<file path="src/rtl/data_bus_bridge.sv">
// data_bus_bridge: data-side memory bridge between the processor Memory stage
// and a fixed-latency synchronous RAM, an LED register and a switch input port.
// Optional feature: define DATA_BUS_STATS_EN to add a saturating stall counter
// at address 16'h2000 (read returns the count, write clears it).
module data_bus_bridge #(
  parameter int unsigned          WORD_SIZE     = 16,
  parameter int unsigned          RAM_ADDR_BITS = 12,
  parameter int unsigned          MEM_LATENCY   = 2,
  parameter logic [WORD_SIZE-1:0] LED_ADDR      = 16'h1000,
  parameter logic [WORD_SIZE-1:0] SW_ADDR       = 16'h3000
) (
  input  logic                     Clock,
  input  logic                     Reset,
  input  logic [WORD_SIZE-1:0]     DataAddr,
  input  logic [WORD_SIZE-1:0]     DataOut,
  input  logic                     ReadData,
  input  logic                     WriteData,
  output logic [WORD_SIZE-1:0]     DataIn,
  output logic                     DataWaitreq,
  output logic [RAM_ADDR_BITS-1:0] ram_addr,
  output logic [WORD_SIZE-1:0]     ram_wdata,
  output logic                     ram_we,
  output logic                     ram_re,
  input  logic [WORD_SIZE-1:0]     ram_rdata,
  input  logic [9:0]               SW,
  output logic [9:0]               LEDR,
  output logic                     bus_error
);

  localparam int unsigned CNT_W = 3;
  localparam int unsigned IO_W  = 10;

  localparam logic [1:0] IDLE = 2'd0;
  localparam logic [1:0] WAIT = 2'd1;
  localparam logic [1:0] DONE = 2'd2;

  localparam logic [CNT_W-1:0] LAT_LOAD = CNT_W'(MEM_LATENCY - 1);

  logic [1:0]               state, state_next;
  logic [CNT_W-1:0]         cnt, cnt_next;
  logic [RAM_ADDR_BITS-1:0] addr_q, addr_next;
  logic [IO_W-1:0]          sw_meta, sw_sync;
  logic                     led_we;
  logic                     err_set;

  logic                     hit_ram, hit_led, hit_sw, hit_stats;
  logic [WORD_SIZE-1:0]     stats_val;

  assign hit_ram   = (DataAddr[WORD_SIZE-1:RAM_ADDR_BITS] == '0);
  assign hit_led   = (DataAddr == LED_ADDR);
  assign hit_sw    = (DataAddr == SW_ADDR);
  assign ram_wdata = DataOut;

`ifdef DATA_BUS_STATS_EN
  localparam int unsigned          STATS_W    = 16;
  localparam logic [WORD_SIZE-1:0] STATS_ADDR = WORD_SIZE'(16'h2000);

  logic [STATS_W-1:0] stall_cnt;
  logic               stats_clr;

  assign hit_stats = (DataAddr == STATS_ADDR);
  assign stats_val = WORD_SIZE'(stall_cnt);
  assign stats_clr = (state == IDLE) && WriteData && hit_stats;

  // Saturating count of stalled cycles; cleared by reset or a write to its address
  always_ff @(posedge Clock) begin
    if (Reset) begin
      stall_cnt <= '0;
    end else if (stats_clr) begin
      stall_cnt <= '0;
    end else if (DataWaitreq && (stall_cnt != '1)) begin
      stall_cnt <= stall_cnt + STATS_W'(1);
    end
  end
`else
  assign hit_stats = 1'b0;
  assign stats_val = '0;
`endif

  // Decode the request, drive the bus side and choose the next state
  always_comb begin
    state_next  = state;
    cnt_next    = cnt;
    addr_next   = addr_q;
    DataIn      = '0;
    DataWaitreq = 1'b0;
    ram_re      = 1'b0;
    ram_we      = 1'b0;
    ram_addr    = addr_q;
    led_we      = 1'b0;
    err_set     = 1'b0;
    case (state)
      IDLE: begin
        if (ReadData && !WriteData) begin
          if (hit_ram) begin
            ram_re      = 1'b1;
            ram_addr    = DataAddr[RAM_ADDR_BITS-1:0];
            DataWaitreq = 1'b1;
            addr_next   = DataAddr[RAM_ADDR_BITS-1:0];
            cnt_next    = LAT_LOAD;
            state_next  = (MEM_LATENCY > 1) ? WAIT : DONE;
          end else if (hit_led) begin
            DataIn = WORD_SIZE'(LEDR);
          end else if (hit_sw) begin
            DataIn = WORD_SIZE'(sw_sync);
          end else if (hit_stats) begin
            DataIn = stats_val;
          end else begin
            err_set = 1'b1;
          end
        end else if (WriteData) begin
          // A simultaneous read strobe is flagged but the write still proceeds
          err_set = ReadData;
          if (hit_ram) begin
            ram_we   = 1'b1;
            ram_addr = DataAddr[RAM_ADDR_BITS-1:0];
          end else if (hit_led) begin
            led_we = 1'b1;
          end else if (!hit_sw && !hit_stats) begin
            err_set = 1'b1;
          end
        end
      end
      WAIT: begin
        DataWaitreq = 1'b1;
        cnt_next    = cnt - CNT_W'(1);
        if (cnt == CNT_W'(1)) begin
          state_next = DONE;
        end
      end
      DONE: begin
        DataIn     = ram_rdata;
        state_next = IDLE;
      end
      default: begin
        state_next = IDLE;
      end
    endcase
  end

  // FSM state, latency counter and latched read address
  always_ff @(posedge Clock) begin
    if (Reset) begin
      state  <= IDLE;
      cnt    <= '0;
      addr_q <= '0;
    end else begin
      state  <= state_next;
      cnt    <= cnt_next;
      addr_q <= addr_next;
    end
  end

  // Memory-mapped LED register
  always_ff @(posedge Clock) begin
    if (Reset) begin
      LEDR <= '0;
    end else if (led_we) begin
      LEDR <= DataOut[IO_W-1:0];
    end
  end

  // Sticky bus error flag, cleared only by reset
  always_ff @(posedge Clock) begin
    if (Reset) begin
      bus_error <= 1'b0;
    end else if (err_set) begin
      bus_error <= 1'b1;
    end
  end

  // Two-flop synchroniser for the asynchronous switch inputs
  always_ff @(posedge Clock) begin
    if (Reset) begin
      sw_meta <= '0;
      sw_sync <= '0;
    end else begin
      sw_meta <= SW;
      sw_sync <= sw_meta;
    end
  end

endmodule

</file>
<file path="config.mk">
export PLATFORM = sky130hd
export DESIGN_NAME = data_bus_bridge
export DESIGN_NICKNAME = d
export VERILOG_FILES = /design/src/rtl/data_bus_bridge.sv
export SDC_FILE = /design/constraint.sdc
export NUM_CORES = 1
export LEC_CHECK = 0
export CAP_MARGIN = 20
export CORE_UTILIZATION = 40
export CTS_CLUSTER_DIAMETER = 120
export DETAILED_ROUTE_END_ITERATION = 10
export PLACE_DENSITY = 0.81
export SLEW_MARGIN = 0
export SYNTH_ARGS = -nofsm -noshare
export SYNTH_HDL_FRONTEND = slang
export SYNTH_SLANG_ARGS = --single-unit
</file>
<file path="constraint.sdc">
create_clock -name Clock -period 2.4 [get_ports Clock]
set_input_delay 0.48 -clock Clock [delete_from_list [all_inputs] [get_ports Clock]]
set_output_delay 0.48 -clock Clock [all_outputs]
set_load 0.1 [all_outputs]
</file>
## Word-level counts from Yosys, hierarchy flattened

Cells that the tools add are included.
W data, S select, Z words.

| storage, ports and cells | value |
|---|---|
| flip-flop bits (word level) | 48 |
| bits in latches | 0 |
| bits in writable memories | 0 |
| ROM bits | 0 |
| input port bits | 62 |
| output and inout port bits | 58 |
| logic and storage cells | 61 |
| memories kept | 0 |

| cells by class | value |
|---|---|
| add/subtract/negate cells | 1 |
| $mul | 0 |
| divide/modulo/power cells | 0 |
| $lt $le $gt $ge | 0 |
| eq/ne operators | 8 |
| shift-type cells | 0 |
| muxes and demuxes | 37 |
| bitwise logic cells | 0 |
| reductions and logical operators | 8 |

Operator list:

| cell | number |
|---|---|
| $mux W12 | 4 |
| $mux W10 | 4 |
| $pmux W16 S2 | 1 |
| $mux W1 | 20 |
| $eq A16 B13 Y1 const B | 1 |
| $eq A16 B14 Y1 const B | 1 |
| $mux W2 | 3 |
| $mux W3 | 2 |
| $ne A2 B2 Y1 const B | 3 |
| $pmux W3 S2 | 1 |
| $reduce_and A3 Y1 | 2 |
| $logic_not A4 Y1 | 1 |
| $pmux W2 S2 | 1 |
| $eq A3 B1 Y1 const B | 1 |
| $sub A3 B1 Y3 const B | 1 |
| $eq A2 B1 Y1 const B | 1 |
| $eq A2 B2 Y1 const B | 1 |
| $logic_not A2 Y1 | 1 |
| $pmux W1 S2 | 1 |
| $reduce_and A2 Y1 | 1 |
| $reduce_bool A2 Y1 | 1 |
| $logic_and A1 B1 Y1 | 1 |
| $logic_not A1 Y1 | 1 |

## Longest topological paths before layout

Gate-level depths: netlist of run 1.

| depth | value |
|---|---|
| word-level depth | 7 |
| depth in mapped cells | 6 |
| mapped depth without buffers | 5 |

## Least setup slack after synthesis of run 1

No wires, ideal clock.

| timing path | value |
|---|---|
| kind | in2out |
| start point | input DataAddr[8] |
| end point | output DataIn[0] |
| arrival | 2.071 ns |
| required time | 1.920 ns |
| setup slack | -0.151 ns |
| stages on the path | 4 |
| buffers on the path | 0 |
| cells stage by stage | nor4_1 -> nand4_2 -> nor3b_4 -> a21o_1 |

| on the way | value |
|---|---|
| longest elaborated chain between the ends | 6 |
| elaborated cells between the ends (all ways) | 7 |
| those cells by class | 2 x eq/ne; 5 x mux |

Ends and longest elaborated chain:

| item | line | RTL |
|---|---|---|
| start, declared | 14 | `input logic [WORD_SIZE-1:0] DataAddr,` |
| $eq A16 B14 Y1 | 51 | `assign hit_sw = (DataAddr == SW_ADDR);` |
| $mux W10 | 104 | `end else if (hit_sw) begin` |
| $mux W10 * | 102 | `end else if (hit_led) begin` |
| $mux W10 * | 95 | `if (hit_ram) begin` |
| $mux W10 * | 94 | `if (ReadData && !WriteData) begin` |
| $pmux W16 S2 * | 92 | `case (state)` |
| end, declared | 18 | `output logic [WORD_SIZE-1:0] DataIn,` |

Every way passes the cells marked *; elsewhere a longest branch is shown, timed or not.

## Worst setup path in the final report of run 1

| timing path | value |
|---|---|
| start point | input DataAddr[14] |
| end point | output ram_addr[9] |

| on the way | value |
|---|---|
| longest elaborated chain between the ends | 5 |

Ends and longest elaborated chain:

| item | line | RTL |
|---|---|---|
| $logic_not A4 Y1 * | 49 | `assign hit_ram = (DataAddr[WORD_SIZE-1:RAM_ADDR_BITS] == '0);` |
| $mux W12 * | 95, 114 |  |
| $mux W12 | 111 | `end else if (WriteData) begin` |
| $mux W12 * | 94 |  |
| $mux W12 * | 92 |  |
| end, declared | 20 | `output logic [RAM_ADDR_BITS-1:0] ram_addr,` |

Marks and branches as above.

==> results.toml, run 1 <==
[clock_tree]
h-tree-depth = 2
path_clk_slew_ns = 0.09
ctsRootBufferMaster = "clkbuf_8"
cts_hold_buf = 0
cts_buffer_depth = 2
cts_tree = "built"
cts_buffers = 5
clock_latency_ns = 0.31
clock-sinks = 48

[power]
net-switching-power_mw = 0.513
switching_share_pct = 28.2
clkPwrFrac_pct = 33.6
power_frac_seq_pct = 45.2
p_total_mw = 1.82
ir_drop_mv = 0.428
comb_power_share_pct = 21.2
power.density_nw_per_um2 = 426
p_leak_nw = 1.71
p_int_mw = 1.31

[synth]
yosysWarnings = 0
synthCells = 263
synth_common_cells = "dfxtp_1 (48), nand2_1 (39), nand2b_1 (22), nor2b_1 (22), buf_4 (16)"
synth_cell_types = 34
synth-edff-count = 0
synth_nets = 327
synthArstFlopShare_pct = 0
synth_area_leaders = "dfxtp_1 (41%), nand2_1 (6.3%), nand2b_1 (5.9%), nor2b_1 (5.9%), mux2_1 (5.8%)"
yosysTopAreaCell = "dfxtp_1"
synthMostInstantiatedCell = "dfxtp_1"
syn_avg_cell_area_sq_um = 8.89
synthFlopType = "dfxtp_1"
yosysTopAreaCellShare_pct = 41.1
synth_area_sq_um = 2340
ys_seq_elements = 48
seq_area_frac_synth_pct = 41.1

[sta]
period_share_pct = 102
setup_viol_count_final = 17
setup_slack_ns = -0.0412
drv_slew = 0
max_clock_freq_ghz = 0.410
worst_slew_pin_slew_ns = 0.367
finalHoldViolCount = 0
fin_skew_ns = 0.00382
rsz0062_at_grt = "yes"
hold_ws_ns = 0.410
maxSlewHeadroom_pct = 75.5
fin_crit_ns = 2.44

[layout]
layout-drive-gt1-share_pct = 39.1
area_delta_synth_final_pct = 82.9
fin_nets = 439
num_antenna_cells = 0
stdcell_count = 448
final_util_pct = 76.7

[drt]
wl_per_cell_um = 17.8
drc = 0
vias_per_cell = 5.15
drt_first_iter_violations = 108
wl_um = 7960
drtPass1Iterations = 4
antenna_left = 0
vias = 2305

[worst_setup_path]
worstSetupEndpointType = "output port"
critical_path_class = "input pin to output port"
cp-start-kind = "input pin"
path_max_fanout = 6
required_ns = 1.92
cp.arrival_ns = 1.96

[global_route]
antenna_found_initial = 0
grt_max_degree = 38
grt-ovfl-total = 0
grt_pass1_vias = 2413
grt_pass1_wl_um = 12300
grt_usage_pct = 26.5

[place]
post-place-ws_ns = -0.389
dp_hpwl_um = 4940
port_buffers = 107
gp_congestion = 0.838
dpl.cell_count = 433

[run_status]
status = "finished, violations left"
violations = "negative setup slack"

[floorplanning]
core_area_sq_um = 5570
start_util_pct = 41.9
rows = 27
die_h_um = 78.4
io_pins = 120
die_w_um = 78.4
die-area_sq_um = 6150

[min_path]
min_path_type = "input pin to flip-flop"

[job]
maxCapViolations = 0
routing by layer:
layer  GRT usage, %  vias up  part of all wire (%)
met5              0        -                     0
met4           14.3        0                   5.0
met1           28.5     1082                    37
met2           49.0      114                    52
met3           4.53       31                   5.8
li1               -     1078                     -
state kept, by name, summed over array words and instances (netlist names):
name and count:
sw_sync 10, bus_error 1, LEDR 10, cnt 3
sw_meta 10, addr_q 12, state 2
worst paths after layout:
check / from / to / slack (ns) / cells past startpoint
worst max-delay path: DataAddr[14] / ram_addr[9] / -0.04 / 8
worst min-delay path: DataAddr[3] / addr_q[3]$_SDFFE_PP0P_ / 0.41 / 3
worst max register to register: state[1]$_SDFFE_PP0P_ / cnt[0]$_SDFFE_PP0P_ / 0.58 / 8
worst min register to register: sw_meta[6]$_SDFF_PP0_ / sw_sync[6]$_SDFF_PP0_ / 0.44 / 1
through the flow:
step	area [sq um]	setup TNS, ns
detailed placement	3890	-7.77
global route	4280	-0.986
global placement	3890	-6.75
finish	4280	-0.386
floorplan	2350	0
CTS	4280	-1.45
final cells by class:
type | count | area (sq um)
Timing Repair Buffer | 135 | 1700
Inverter | 3 | 11.3
Tap cell | 72 | 90.1
Multi-Input combinational cell | 182 | 1390
Fill cell | 337 | 1300
Clock inverter | 3 | 47.5
Clock buffer | 5 | 68.8
Sequential cell | 48 | 961
critical path, stage by stage:
cell       delay [ns]
buf_8            0.10
buf_6            0.11
nor4_4           0.31
nand2_2          0.12
nor2_4           0.17
clkbuf_16        0.19
mux2_4           0.32
buf_12           0.17
what timing repair did:
action,CTS,global route
setup buffers,5,1
endpoints found under the setup margin,24,24
pin swaps,20,12
gates cloned,2,0
resized for setup,97,45
kinds of logic after synthesis:
group                      after synthesis  synth area share [%]
AOI/OAI and AO/OA                       36                  9.10
xor gates and xnor gates                 1                 0.375
adders and majority gates                2                  1.07
buffers and inverters                   33                  8.89
DFF                                     48                  41.1
muxes                                   22                  10.1
and+or+nand+nor                        121                  29.4
power by group through the flow:
stage	registers, mW	clock network, mW	logic [mW]
2_1_floorplan	0.848	0	0.221
3_3_place_gp	0.840	0	0.360
3_5_place_dp	0.840	0	0.365
4_1_cts	0.822	0.609	0.376
5_1_grt	0.825	0.647	0.401
6_report	0.823	0.611	0.386
layout by cell type (no fill, tap or decap), types with 12 or more instances in the layout:
cell	count
a21oi_1	13
buf_12	43
buf_4	30
clkdlybuf4s50_1	36
dfxtp_1	48
mux2_4	12
nand2_1	38
nand2b_1	22
nor2b_1	22
(Power assumes the default switching activity.)
==> run 2, diff against run 1 <==
--- a/config.mk
+++ b/config.mk
@@ -6,11 +6,11 @@
 export NUM_CORES = 1
 export LEC_CHECK = 0
 export CAP_MARGIN = 20
-export CORE_UTILIZATION = 40
+export CORE_UTILIZATION = 43
 export CTS_CLUSTER_DIAMETER = 120
 export DETAILED_ROUTE_END_ITERATION = 10
-export PLACE_DENSITY = 0.81
-export SLEW_MARGIN = 0
+export PLACE_DENSITY = 0.86
+export SLEW_MARGIN = 20
 export SYNTH_ARGS = -nofsm -noshare
 export SYNTH_HDL_FRONTEND = slang
 export SYNTH_SLANG_ARGS = --single-unit
==> constraint.sdc (replaced) <==
create_clock -name Clock -period 2.9 [get_ports Clock]
set_input_delay 0.58 -clock Clock [delete_from_list [all_inputs] [get_ports Clock]]
set_output_delay 0.58 -clock Clock [all_outputs]
set_load 0.1 [all_outputs]
==> run 2 against run 1 <==
Count of clock-buffer cells in the layout unchanged. Non-clock buffer count down 8. Register-to-register slack improved by 0.50 ns. First-iteration DRC count down 32%. Sequential cell count unchanged. Die area fell by 6.8%. Final cell count is 2.5% lower. Setup slack improved by 0.037 ns. Wire length down 16%. Sequential share of layout area rose by 1.6 points. The run still ends with negative setup slack left.
==> results.toml, run 2 (same netlist as run 1, synthesis figures left out) <==
[worst_setup_path]
path_max_fanout = 12
cp-start-kind = "input pin"
required_ns = 2.32
max_stage_delay_ns = 0.32
worstSetupEndpointType = "output port"
cpMostUsedCell = "buf_4"
worst-path-buf-inv = 4
worstPathCellList = "dlygate4sd2_1 -> nor4_2 -> nand4_2 -> buf_4 -> buf_4 -> o21ai_0 -> a21o_1 -> buf_12"
critical_path_class = "input pin to output port"
cp.arrival_ns = 2.32
crit_slowest_cell = "nor4_2"
cp_top_family = "buffers and inverters"

[clock_tree]
h-tree-depth = 2
path_clk_slew_ns = 0.08
cts_hold_buf = 0
clock_latency_ns = 0.30
cts_tree = "built"
ctsRootBufferMaster = "clkbuf_8"
cts_buffers = 5
cts_buffer_depth = 2
clock-sinks = 48

[sta]
drv_slew = 0
worst_slew_pin_slew_ns = 0.927
period_share_pct = 100
setup_viol_count_final = 1
fin_skew_ns = 0.00603
max_clock_freq_ghz = 0.344
rsz0062_at_grt = "yes"
setup_slack_ns = -0.00472
maxSlewHeadroom_pct = 38.2
fin_crit_ns = 2.90
finalHoldViolCount = 0

[floorplanning]
core_area_sq_um = 5170
die_w_um = 75.7
die_h_um = 75.7
start_util_pct = 45.2
die-area_sq_um = 5730
rows = 26
io_pins = 120

[drt]
wl_per_cell_um = 15.4
drc = 0
vias = 2169
vias_per_cell = 4.96
drt_first_iter_violations = 73
drtPass1Iterations = 4
wl_um = 6710
antenna_left = 0

[global_route]
antenna_found_initial = 0
grt_pass1_wl_um = 9560
grt_pass1_vias = 2021
grt-ovfl-total = 0
grt_usage_pct = 23.2
grt_max_degree = 59

[job]
maxCapViolations = 0

[power]
p_total_mw = 1.52
power.density_nw_per_um2 = 381
ir_drop_mv = 0.442
p_leak_nw = 1.73

[run_status]
status = "finished, violations left"
violations = "negative setup slack"

[layout]
final_cell_mix = "dfxtp_1 (48), nand2_1 (38), clkdlybuf4s50_1 (38)"
final_common_cell = "dfxtp_1"
layout-drive-gt1-share_pct = 28.6
area_delta_synth_final_pct = 70.8
num_antenna_cells = 0
largest_register_ffs = 12
fin_nets = 431
stdcell_count = 437
largest_register = "addr_q"
final_util_pct = 77.2

[place]
post-place-ws_ns = -0.108
dpl.cell_count = 426
port_buffers = 107
gp_congestion = 0.798
dp_hpwl_um = 4630

[min_path]
min_path_type = "flip-flop to flip-flop"
## run 2: timing repair
action,in CTS,in global routing
buffers inserted,1,1
pin swaps,7,12
resized for setup,33,16
gates cloned,1,1
endpoints found under the setup margin,22,22
## run 2: stage by stage
stage	setup TNS [ns]	area (sq um)	hold WS, ns
floorplan	0	2340	0.414
global placement	-0.131	3700	0.424
detailed placement	-1.13	3700	0.429
CTS	0	3910	0.448
global route	-0.159	3990	0.458
finish	-0.00472	3990	0.441
## run 2: cell type report
class	instances	area, sq um
Clock buffer	5	68.8
Clock inverter	2	60.1
Fill cell	305	1180
Inverter	3	11.3
Multi-Input combinational cell	182	1240
Sequential cell	48	961
Tap cell	70	87.6
Timing Repair Buffer	127	1560
## run 2: layer usage
layer	global-route usage (%)	part of all wire, %
met4	10.7	2.3
met2	43.7	52
met3	3.44	3.9
met5	0	0
met1	25.4	41
## run 2: final timing paths
kind	startpoint	to	slack, ns	cells after the start
worst max-delay path	DataAddr[14]	DataIn[1]	-0.005	8
worst min-delay path	sw_meta[6]$_SDFF_PP0_	sw_sync[6]$_SDFF_PP0_	0.44	1
worst max register to register	state[1]$_SDFFE_PP0P_	cnt[0]$_SDFFE_PP0P_	1.08	7
worst min register to register	sw_meta[6]$_SDFF_PP0_	sw_sync[6]$_SDFF_PP0_	0.44	1
## run 2: power by group
part	internal, mW	switching (mW)	total [mW]
sequential	0.675	0.00552	0.680
clock	0.339	0.219	0.558
combinational	0.124	0.160	0.284
total	1.14	0.384	1.52
